--- config.mk ---
export PLATFORM = sky130hd
export DESIGN_NAME = uart_tx_arbiter
export DESIGN_NICKNAME = d
export VERILOG_FILES = /design/src/rtl/uart_pkg.sv /design/src/rtl/uart_tx_arbiter_rr_pick.sv /design/src/rtl/uart_tx_arbiter.sv
export SDC_FILE = /design/constraint.sdc
export NUM_CORES = 1
export LEC_CHECK = 0
export ABC_AREA = 1
export CAP_MARGIN = 20
export CORE_ASPECT_RATIO = 0.75
export CORE_MARGIN = 3
export CORE_UTILIZATION = 40
export DETAILED_ROUTE_END_ITERATION = 10
export PLACE_DENSITY = 0.87
export SYNTH_ARGS = -nofsm -noshare
export SYNTH_HDL_FRONTEND = slang
export SYNTH_HIERARCHICAL = 1
export SYNTH_SLANG_ARGS = --single-unit
--- constraint.sdc ---
create_clock -name clk -period 4.2 [get_ports clk]
set_clock_uncertainty 0.15 [all_clocks]
set_input_delay 0.42 -clock clk [delete_from_list [all_inputs] [get_ports clk]]
set_output_delay 0.42 -clock clk [all_outputs]
set_load 0.05 [all_outputs]
--- src/rtl/uart_pkg.sv ---
// ---------------------------------------------------------------------------
// uart_pkg
// Shared definitions for the UART transmit path.
//   DATA_SIZE_DEFAULT : default width of one FIFO word in bits
//   state_t           : arbiter state encoding (IDLE = 0, BUSY = 1)
// ---------------------------------------------------------------------------
package uart_pkg;

    localparam int DATA_SIZE_DEFAULT = 8;

    typedef enum logic {
        IDLE = 1'b0,
        BUSY = 1'b1
    } state_t;

endpackage

--- src/rtl/uart_tx_arbiter_rr_pick.sv ---
// ---------------------------------------------------------------------------
// rr_pick
// Combinational rotate-priority encoder. The scan starts at index rr_ptr
// and wraps modulo NUM_REQ; the first set request bit wins.
// Ports:
//   req    in  NUM_REQ  request vector
//   rr_ptr in  PTR_W    index with highest priority this cycle
//   pick   out NUM_REQ  one-hot winner (all zero when nothing requests)
//   valid  out 1        at least one request bit is set
// ---------------------------------------------------------------------------
module rr_pick #(
    parameter  int NUM_REQ = 4,
    localparam int PTR_W   = (NUM_REQ > 1) ? $clog2(NUM_REQ) : 1
) (
    input  logic [NUM_REQ-1:0] req,
    input  logic [PTR_W-1:0]   rr_ptr,
    output logic [NUM_REQ-1:0] pick,
    output logic               valid
);

    // Walk the requesters in rotated order; once valid is set the
    // remaining candidates are masked so pick stays one-hot.
    always_comb begin
        logic [PTR_W-1:0] idx;
        pick  = '0;
        valid = 1'b0;
        idx   = '0;
        for (int i = 0; i < NUM_REQ; i++) begin
            idx = PTR_W'((int'(rr_ptr) + i) % NUM_REQ);
            if (!valid && req[idx]) begin
                pick[idx] = 1'b1;
                valid     = 1'b1;
            end
        end
    end

endmodule

--- src/rtl/uart_tx_arbiter.sv ---
// ---------------------------------------------------------------------------
// uart_tx_arbiter
// Shares the single write port of the UART TX FIFO between NUM_REQ byte
// producers. Round-robin grant that is held for a whole frame, with writes
// back-pressured by the FIFO full flag.
// Ports:
//   clk         in  1                  system clock, rising edge
//   reset       in  1                  synchronous active-high reset
//   req         in  NUM_REQ            requester i wants the FIFO
//   wr_in       in  NUM_REQ            requester i presents a valid byte
//   last_in     in  NUM_REQ            presented byte ends the frame
//   w_data_in   in  NUM_REQ*DATA_SIZE  lane i at [i*DATA_SIZE +: DATA_SIZE]
//   gnt         out NUM_REQ            registered one-hot grant
//   ack         out NUM_REQ            byte of requester i accepted (comb.)
//   fifo_full   in  1                  FIFO full flag
//   fifo_wr     out 1                  FIFO write strobe (comb.)
//   fifo_w_data out DATA_SIZE          FIFO write data (granted lane)
// ---------------------------------------------------------------------------
module uart_tx_arbiter
    import uart_pkg::*;
#(
    parameter int DATA_SIZE = DATA_SIZE_DEFAULT,
    parameter int NUM_REQ   = 4,
    parameter int MAX_BURST = 16
) (
    input  logic                           clk,
    input  logic                           reset,
    input  logic [NUM_REQ-1:0]             req,
    input  logic [NUM_REQ-1:0]             wr_in,
    input  logic [NUM_REQ-1:0]             last_in,
    input  logic [NUM_REQ*DATA_SIZE-1:0]   w_data_in,
    output logic [NUM_REQ-1:0]             gnt,
    output logic [NUM_REQ-1:0]             ack,
    input  logic                           fifo_full,
    output logic                           fifo_wr,
    output logic [DATA_SIZE-1:0]           fifo_w_data
);

    localparam int PTR_W = (NUM_REQ > 1) ? $clog2(NUM_REQ) : 1;
    localparam int CNT_W = $clog2(MAX_BURST + 1);

    state_t             state, state_next;
    logic [NUM_REQ-1:0] gnt_next;
    logic [PTR_W-1:0]   rr_ptr, rr_ptr_next;
    logic [CNT_W-1:0]   burst_cnt, burst_cnt_next, burst_inc;
    logic [NUM_REQ-1:0] pick;
    logic               pick_valid;
    logic [PTR_W-1:0]   gnt_idx;
    logic               release_now;

    rr_pick #(.NUM_REQ(NUM_REQ)) u_rr_pick (
        .req    (req),
        .rr_ptr (rr_ptr),
        .pick   (pick),
        .valid  (pick_valid)
    );

    // Binary index of the granted lane, used to steer the lane mux.
    always_comb begin
        gnt_idx = '0;
        for (int i = 0; i < NUM_REQ; i++) begin
            if (gnt[i]) begin
                gnt_idx = PTR_W'(i);
            end
        end
    end

    // Write path. A byte is only taken from the granted lane while busy and
    // the FIFO has room; reset blocks writes combinationally so a frame being
    // cut off cannot push one more byte in the reset cycle.
    always_comb begin
        fifo_wr     = (state == BUSY) && !reset && wr_in[gnt_idx] && !fifo_full;
        ack         = fifo_wr ? gnt : '0;
        fifo_w_data = w_data_in[gnt_idx*DATA_SIZE +: DATA_SIZE];
        burst_inc   = burst_cnt + CNT_W'(1);
        // Release on end of frame, on hitting the burst limit, or when the
        // owner withdraws without handing over a byte this cycle.
        release_now = (state == BUSY) &&
                      ((fifo_wr && (last_in[gnt_idx] || burst_inc == CNT_W'(MAX_BURST))) ||
                       (!fifo_wr && !req[gnt_idx]));
    end

    // Next-state logic. A grant always passes through IDLE, which keeps the
    // grant one-hot and gives the rotation pointer time to settle.
    always_comb begin
        state_next     = state;
        gnt_next       = gnt;
        rr_ptr_next    = rr_ptr;
        burst_cnt_next = burst_cnt;
        case (state)
            IDLE: begin
                if (pick_valid) begin
                    state_next     = BUSY;
                    gnt_next       = pick;
                    burst_cnt_next = '0;
                end
            end
            BUSY: begin
                if (release_now) begin
                    state_next  = IDLE;
                    gnt_next    = '0;
                    rr_ptr_next = (gnt_idx == PTR_W'(NUM_REQ - 1)) ? '0 : gnt_idx + PTR_W'(1);
                end else if (fifo_wr) begin
                    burst_cnt_next = burst_inc;
                end
            end
            default: begin
                state_next = IDLE;
                gnt_next   = '0;
            end
        endcase
    end

    // State register.
    always_ff @(posedge clk) begin
        if (reset) begin
            state     <= IDLE;
            gnt       <= '0;
            rr_ptr    <= '0;
            burst_cnt <= '0;
        end else begin
            state     <= state_next;
            gnt       <= gnt_next;
            rr_ptr    <= rr_ptr_next;
            burst_cnt <= burst_cnt_next;
        end
    end

endmodule

Word level (Yosys, flattened, before mapping) --
Cells that the tools add are included.
Storage, ports and cells: register bits after elaboration 12, latch bits 0, RAM bits 0, ROM bits 0, memories 0
Cells by class: add/subtract/negate cells 5, $mul 0, divide/modulo/power cells 0, magnitude comparators 9, eq/ne operators 6, shift operators 1, multiplexer cells 45, bitwise gates (word level) 4, reduce and logical (&&, ||, !) cells 25
Operators with widths (number):
- $shiftx A32 B6 Y8 | 1
- $mux W4 | 7
- $mux W1 | 18
- $lt A2 B3 Y1 const B | 5
- $mux W5 | 3
- $bmux W1 S2 | 7
- $logic_and A1 B1 Y1 | 13
- $or A4 B4 Y4 | 3
- $pmux W5 S2 | 1
- $demux W1 S2 | 4
- $ge A2 B1 Y1 const B | 4
- $pmux W4 S2 | 1
- $logic_not A1 Y1 | 7
- $mux W2 | 3
- $ne A2 B2 Y1 const B | 3
- $add A5 B1 Y5 const B | 1
- $eq A5 B5 Y1 const B | 1
- $add A2 B1 Y2 const B | 2
- $add A2 B2 Y2 const B | 2
- $reduce_and A2 Y1 | 2
- $reduce_and A3 Y1 | 1
- $eq A2 B2 Y1 const B | 1
- $logic_or A1 B1 Y1 | 2
- $ne A2 B1 Y1 const B | 1
- 2 further kinds | 2

Logic depth before layout (Yosys ltp) --
Gate-level depths: netlist of the first run.
word-level depth 14, mapped depth 14, mapped depth without buffers 14

By module --
Netlist of the first run, hierarchy kept.
By module, submodules not included:
- uart_tx_arbiter | times used 1, cells each 169, area an instance 1048.5 um^2
- rr_pick | times used 1, cells each 76, area an instance 419.2 um^2

Worst setup path after synthesis of the first run --
OpenSTA, ideal clock, no wires.
path type register to output, start point register gnt[3], end point output port fifo_w_data[0], arrival 2.425 ns, required time 3.630 ns, slack 1.205 ns, cell stages (with the launch flop) 6, cells stage by stage dfxtp_1 nor2_1 buf_4 clkbuf_1 nor3_1 a211oi_1
On the way: cells in the longest elaborated chain, start to end 2
RTL lines:
- start: declaration | RTL line uart_tx_arbiter.sv:32 | output logic [NUM_REQ-1:0] gnt,
- start signal: assignment | RTL line uart_tx_arbiter.sv:123 | gnt <= gnt_next;
- $mux W2 | RTL line uart_tx_arbiter.sv:62 | if (gnt[i]) begin
- $shiftx A32 B6 Y8 | RTL line uart_tx_arbiter.sv:74 | fifo_w_data = w_data_in[gnt_idx*DATA_SIZE +: DATA_SIZE];
- end: declaration | RTL line uart_tx_arbiter.sv:36 | output logic [DATA_SIZE-1:0] fifo_w_data
No other way between the ends.

Worst setup path in the final report of the first run --
start point register gnt[3], end point output port fifo_w_data[6]
The elaborated chain is that of the path after synthesis.

==> reports/metrics.cfg, run 1 <==
[status]
outcome = finished, final reports clean

[detailed_routing]
drt_iter0_drc = 72
routed_wl_um = 4460
first_pass_iters = 4
vias = 1803
drtAntennaViolNets = 0
avgViaCountPerCell = 5.06
post_drt_wl_per_cell_um = 12.5
drc = 0

[timing]
hold_viol = 0
tightestPinTransition_ns = 0.532
fmaxAchievable_ghz = 0.331
setup_tns_ns = 0
setup_viol = 0
min_period_ns = 3.03
maxSlewViolCount = 0
rsz0062_at_grt = no
slew_headroom_pct = 64.5
period_share_pct = 72.0
timing.hold.ws_ns = 0.338

[power]
clock_power_share_pct = 6.8
sw_frac_of_total_pct = 59.3
power_leakage_uw = 0.000967
combPwrFrac_pct = 80.5
peakVddDrop_v = 0.000298
p_int_uw = 619
power_density_mw_per_mm2 = 699
pwr-share-seq_pct = 12.7
p_sw_uw = 901

[logic_synthesis]
syn_nets = 299
synth.largest_area_cell = dfxtp_1
async_reset_ff_share_pct = 0
synth_mux_area_share_pct = 0
synth-edff-count = 0
synth_ff_type = dfxtp_1
synth-simple-area-share_pct = 54.5
synthCells = 245
synth.distinct_cells = 28
synth-xor-area-share_pct = 0
synth_top_family_by_area = simple AND/OR/NAND/NOR gates
syn_avg_cell_area_um2 = 5.99
synth_sequential_area_ratio_pct = 16.4
syn_area_mm2 = 0.00147
synth-compound-area-share_pct = 12.3
netlist_top_cells_area = dfxtp_1 (16%), nand2_1 (13%), nor2_1 (11%), nand3_1 (8.9%), inv_1 (6.9%)
ys_ff_latch = 12
synth_fa_ha_area_share_pct = 5.97
synth_warnings = 6
synth_top_area_share_pct = 16.4

[floorplanning]
core_area_mm2 = 0.00340
die_h_um = 58.5
ioPinCount = 64
die_x_um = 75.9
die-area_mm2 = 0.00444
initial_utilization_pct = 43.2
num_rows = 18

[clock_network]
clockBufferDepth = 2
numCtsBuffers = 3
h-tree-depth = 1
clkTransAtPathRegs_ns = 0.05
post_cts_resized = 0
clock_latency_ns = 0.24
postCtsSetupBuffers = 0
hold_buffers = 0
ctsRootBufferMaster = clkbuf_8
cts_tree = built
numClockSinks = 12

[hold_path]
hold_path_depth = 2
hp-class = reg2reg

[worst_setup_path]
cp_data_required_time_ns = 3.63
arrival_ns = 2.46
cpPeakStageDelay_ns = 0.85
start_kind = flop
path_class = reg2out
crit_path_end_kind = primary output
slowest_stage = clkdlybuf4s50_1
crit_fanout = 16
reg2reg_depth = 14
crit_path_frequent_cell = inv_2
cp_cell_sequence = inv_2 -> nand2_4 -> inv_2 -> o22ai_1 -> a211oi_1 -> clkdlybuf4s50_1

[global_route]
track_usage_pct = 20.1
grt_max_degree = 21
grt_overflow = 0
grt_pass1_vias = 1613
antenna_found_initial = 0
grt_first_pass_wirelength_um = 7360

[final_layout]
drive_above_1_share_pct = 10.5
nFillCells = 312
areaGrowthSynthToFinish_pct = 48.2
mostFrequentLayoutCells = clkdlybuf4s50_1 (63), nand2_1 (52), nor2_1 (42)
nets = 362
final_common_cell = clkdlybuf4s50_1
antenna_cells = 0

[job]
maxCapViolations = 0

[placement]
place_congestion = 0.861
port_buffers = 63
dp_hpwl_um = 3520

[metal layers]
metal  wire, um  vias up  part of all wire, %  global-route usage [%]
li1           -      936                    -                       -
met1       2180      810                   49                    26.6
met2       1930       51                   43                    33.7
met3        298        6                  6.7                    4.74
met4         42        0                 0.94                    4.39
met5          0        -                    0                       0
[cells by family after synthesis]
| group | Yosys count |
|---|---|
| adder cells (fa/ha/maj) | 7 |
| AO/OA/AOI/OAI | 29 |
| flip-flops | 12 |
| AND/OR/NAND/NOR | 159 |
| buffers and inverters | 38 |
[Yosys cell counts (2+ instances only)]
cell type  number
nand3_2         4
inv_4           2
dfxtp_1        12
a211oi_1        8
o21ai_1         4
nand2_4         3
nor2_4          3
nand4_1         7
nor2_1         42
inv_2           3
a21oi_1         6
clkbuf_1        3
nand3_4         2
nand2_1        52
nand3_1        26
o22ai_1         8
nand2_2        10
nor3_1          8
inv_1          27
ha_1            7
[through the flow]
| stage | utilization (%) | cell area, um2 | power [uW] | std cells | worst slack (ns) |
|---|---|---|---|---|---|
| 2_1_floorplan | - | 1470 | 1100 | 245 | 1.20 |
| 3_3_place_gp | 62.7 | 2130 | 1390 | 353 | 1.39 |
| 3_5_place_dp | 62.7 | 2130 | 1410 | 353 | 1.32 |
| 4_1_cts | 63.9 | 2170 | 1520 | 356 | 1.19 |
| 5_1_grt | 63.9 | 2170 | 1630 | 356 | 1.07 |
| 6_report | 63.9 | 2170 | 1520 | 356 | 1.17 |
[final timing paths]
check / start / to / slack (ns)
setup / recovery: gnt[3] / fifo_w_data[6] / 1.17
hold / removal: burst_cnt[4] / burst_cnt[4] / 0.34
setup reg to reg: rr_ptr[0] / gnt[3] / 1.71
hold reg to reg: burst_cnt[4] / burst_cnt[4] / 0.34
[power groups by stage]
stage | Combinational, uW | Clock (uW) | Sequential (uW)
detailed placement | 1220 | 0 | 194
finish | 1220 | 103 | 193
global placement | 1200 | 0 | 194
global route | 1320 | 111 | 198
floorplan | 882 | 0 | 221
CTS | 1220 | 107 | 192
[final cells by class]
type	count	area, um2	area share [%]
clock buffers	3	41.3	1.90
inverters	32	125	5.75
multi-input cells	195	1070	49.1
flip-flops and latches	12	240	11.0
well taps	50	62.6	2.88
repair buffers	64	638	29.3
[critical path: cells and delay by family (launching register included)]
family | cells | cell delay (ns)
AO/OA/AOI/OAI | 2 | 0.33
buffers and inverters | 3 | 1.33
flip-flops | 1 | 0.36
AND/OR/NAND/NOR | 1 | 0.18
[flip-flops by register name (all words and copies together) (netlist names)]
register,count
rr_ptr,2
state,1
gnt,4
burst_cnt,5
Power figures use the tool's default switching activity.
==> run 2: changes to the inputs <==
CORE_UTILIZATION = 39   (was 40)
PLACE_DENSITY = 0.88   (was 0.87)
clock period = 2.6 ns   (was 4.2 ns; I/O delays follow)
==> reports/metrics.cfg, run 2 (synthesis results as in run 1) <==
[timing]
min_period_ns = 2.36
layout_setup_ws_ns = 0.243
setup_viol = 0
period_share_pct = 90.7
maxSlewViolCount = 0
fmaxAchievable_ghz = 0.424
hold_viol = 0
tightestPinTransition_ns = 0.522
rsz0062_at_grt = no
slew_headroom_pct = 65.1

[clock_network]
clock_latency_ns = 0.24
cts_tree = built
numClockSinks = 12
postCtsSetupBuffers = 0
clockBufferDepth = 2
post_cts_resized = 0
ctsRootBufferMaster = clkbuf_8
hold_buffers = 0
h-tree-depth = 1
numCtsBuffers = 3
clkTransAtPathRegs_ns = 0.05

[floorplanning]
num_rows = 18
ioPinCount = 64
die-area_mm2 = 0.00454
die_h_um = 59.1
core_area_mm2 = 0.00345
initial_utilization_pct = 42.6
die_x_um = 76.8

[global_route]
grt_overflow = 0
track_usage_pct = 19.9
grt_max_degree = 21
antenna_found_initial = 0
grt_pass1_vias = 1624
grt_first_pass_wirelength_um = 7330

[final_layout]
post-route-util_pct = 67.8
nFillCells = 271
layout.cells.non_filler = 361
drive_above_1_share_pct = 16.1
nets = 366
largest_reg_flops = 5
multi_input_area_mm2 = 0.00107
final_common_cell = nand2_1
stdcell_area_mm2 = 0.00234
areaGrowthSynthToFinish_pct = 59.2
antenna_cells = 0
largestRegisters = burst_cnt x5, gnt x4, rr_ptr x2
register_area_um2 = 240
regMostFlops = burst_cnt
mostFrequentLayoutCells = nand2_1 (52), clkdlybuf4s50_1 (50), nor2_1 (42)

[detailed_routing]
avgViaCountPerCell = 5.11
drc = 0
vias = 1843
drtAntennaViolNets = 0
routed_wl_um = 4580
drt_iter0_drc = 80
post_drt_wl_per_cell_um = 12.7
first_pass_iters = 4

[placement]
place_area_mm2 = 0.00228
post-place-cells = 357
port_buffers = 63
pre_cts_slack_ns = 0.438
dp_hpwl_um = 3680
place_congestion = 0.893

[worst_setup_path]
reg2reg_depth = 14
start_kind = flop
crit_path_frequent_cell = inv_2
rrSetupSlack_ns = 0.40
r2r-end = gnt[1]
arrival_ns = 1.95
path_class = reg2out
crit_path_end_kind = primary output
crit_fanout = 16
cpPeakStageDelay_ns = 0.39
cp_cell_sequence = inv_2 -> nand2_4 -> inv_2 -> o22ai_1 -> a211oi_1 -> buf_12
r2r-start = rr_ptr[0]
cp_data_required_time_ns = 2.19
slowest_stage = a211oi_1

[hold_path]
hold_start = burst_cnt[4]
hold_path_depth = 2
hp-class = reg2reg
hold_end = burst_cnt[4]

[job]
maxCapViolations = 0

[power]
peakVddDrop_v = 0.000748
power_density_mw_per_mm2 = 1190
power_uw = 2780
power_leakage_uw = 0.00106

[status]
outcome = finished, final reports clean

run 2: metal layers:
layer | vias up | global-route usage [%] | routed length, um
met5 | - | 0 | 0
met2 | 76 | 31.8 | 1980
met4 | 0 | 3.36 | 0
met3 | 0 | 5.32 | 410
li1 | 941 | - | -
met1 | 826 | 27.4 | 2190
run 2: final cells by class:
cell class / count / area share (%)
Multi-Input combinational cell: 195 / 45.7
Tap cell: 50 / 2.68
Clock buffer: 4 / 2.36
Inverter: 32 / 5.36
Sequential cell: 12 / 10.3
Timing Repair Buffer: 68 / 33.6
run 2: power breakdown:
group	internal, uW	leakage, uW	switching (uW)
combinational	888	0.000932	1420
sequential	225	0.0000979	45.0
clock	134	0.0000288	71.1
total	1250	0.00106	1530
run 2: stage by stage:
step           hold slack, ns  TNS [ns]
6_report                0.331         0
5_1_grt                 0.358         0
2_1_floorplan           0.303     -1.80
4_1_cts                 0.334         0
3_5_place_dp            0.326         0
3_3_place_gp            0.318         0
run 2: critical path: cells and delay by family (launching register included):
kind	cells	cell delay [ns]
buf+inv	3	0.68
compound gates	2	0.49
flops	1	0.35
simple gates	1	0.18
run 2: how the worst max path moves through the flow:
stage | startpoint | end | cells past startpoint
3_5_place_dp | req[3] | gnt[1] | 13
3_3_place_gp | rr_ptr[0] | gnt[0] | 14
6_report | gnt[3] | fifo_w_data[0] | 6
2_1_floorplan | gnt[3] | fifo_w_data[0] | 5
5_1_grt | gnt[3] | fifo_w_data[1] | 6
4_1_cts | gnt[3] | fifo_w_data[1] | 6
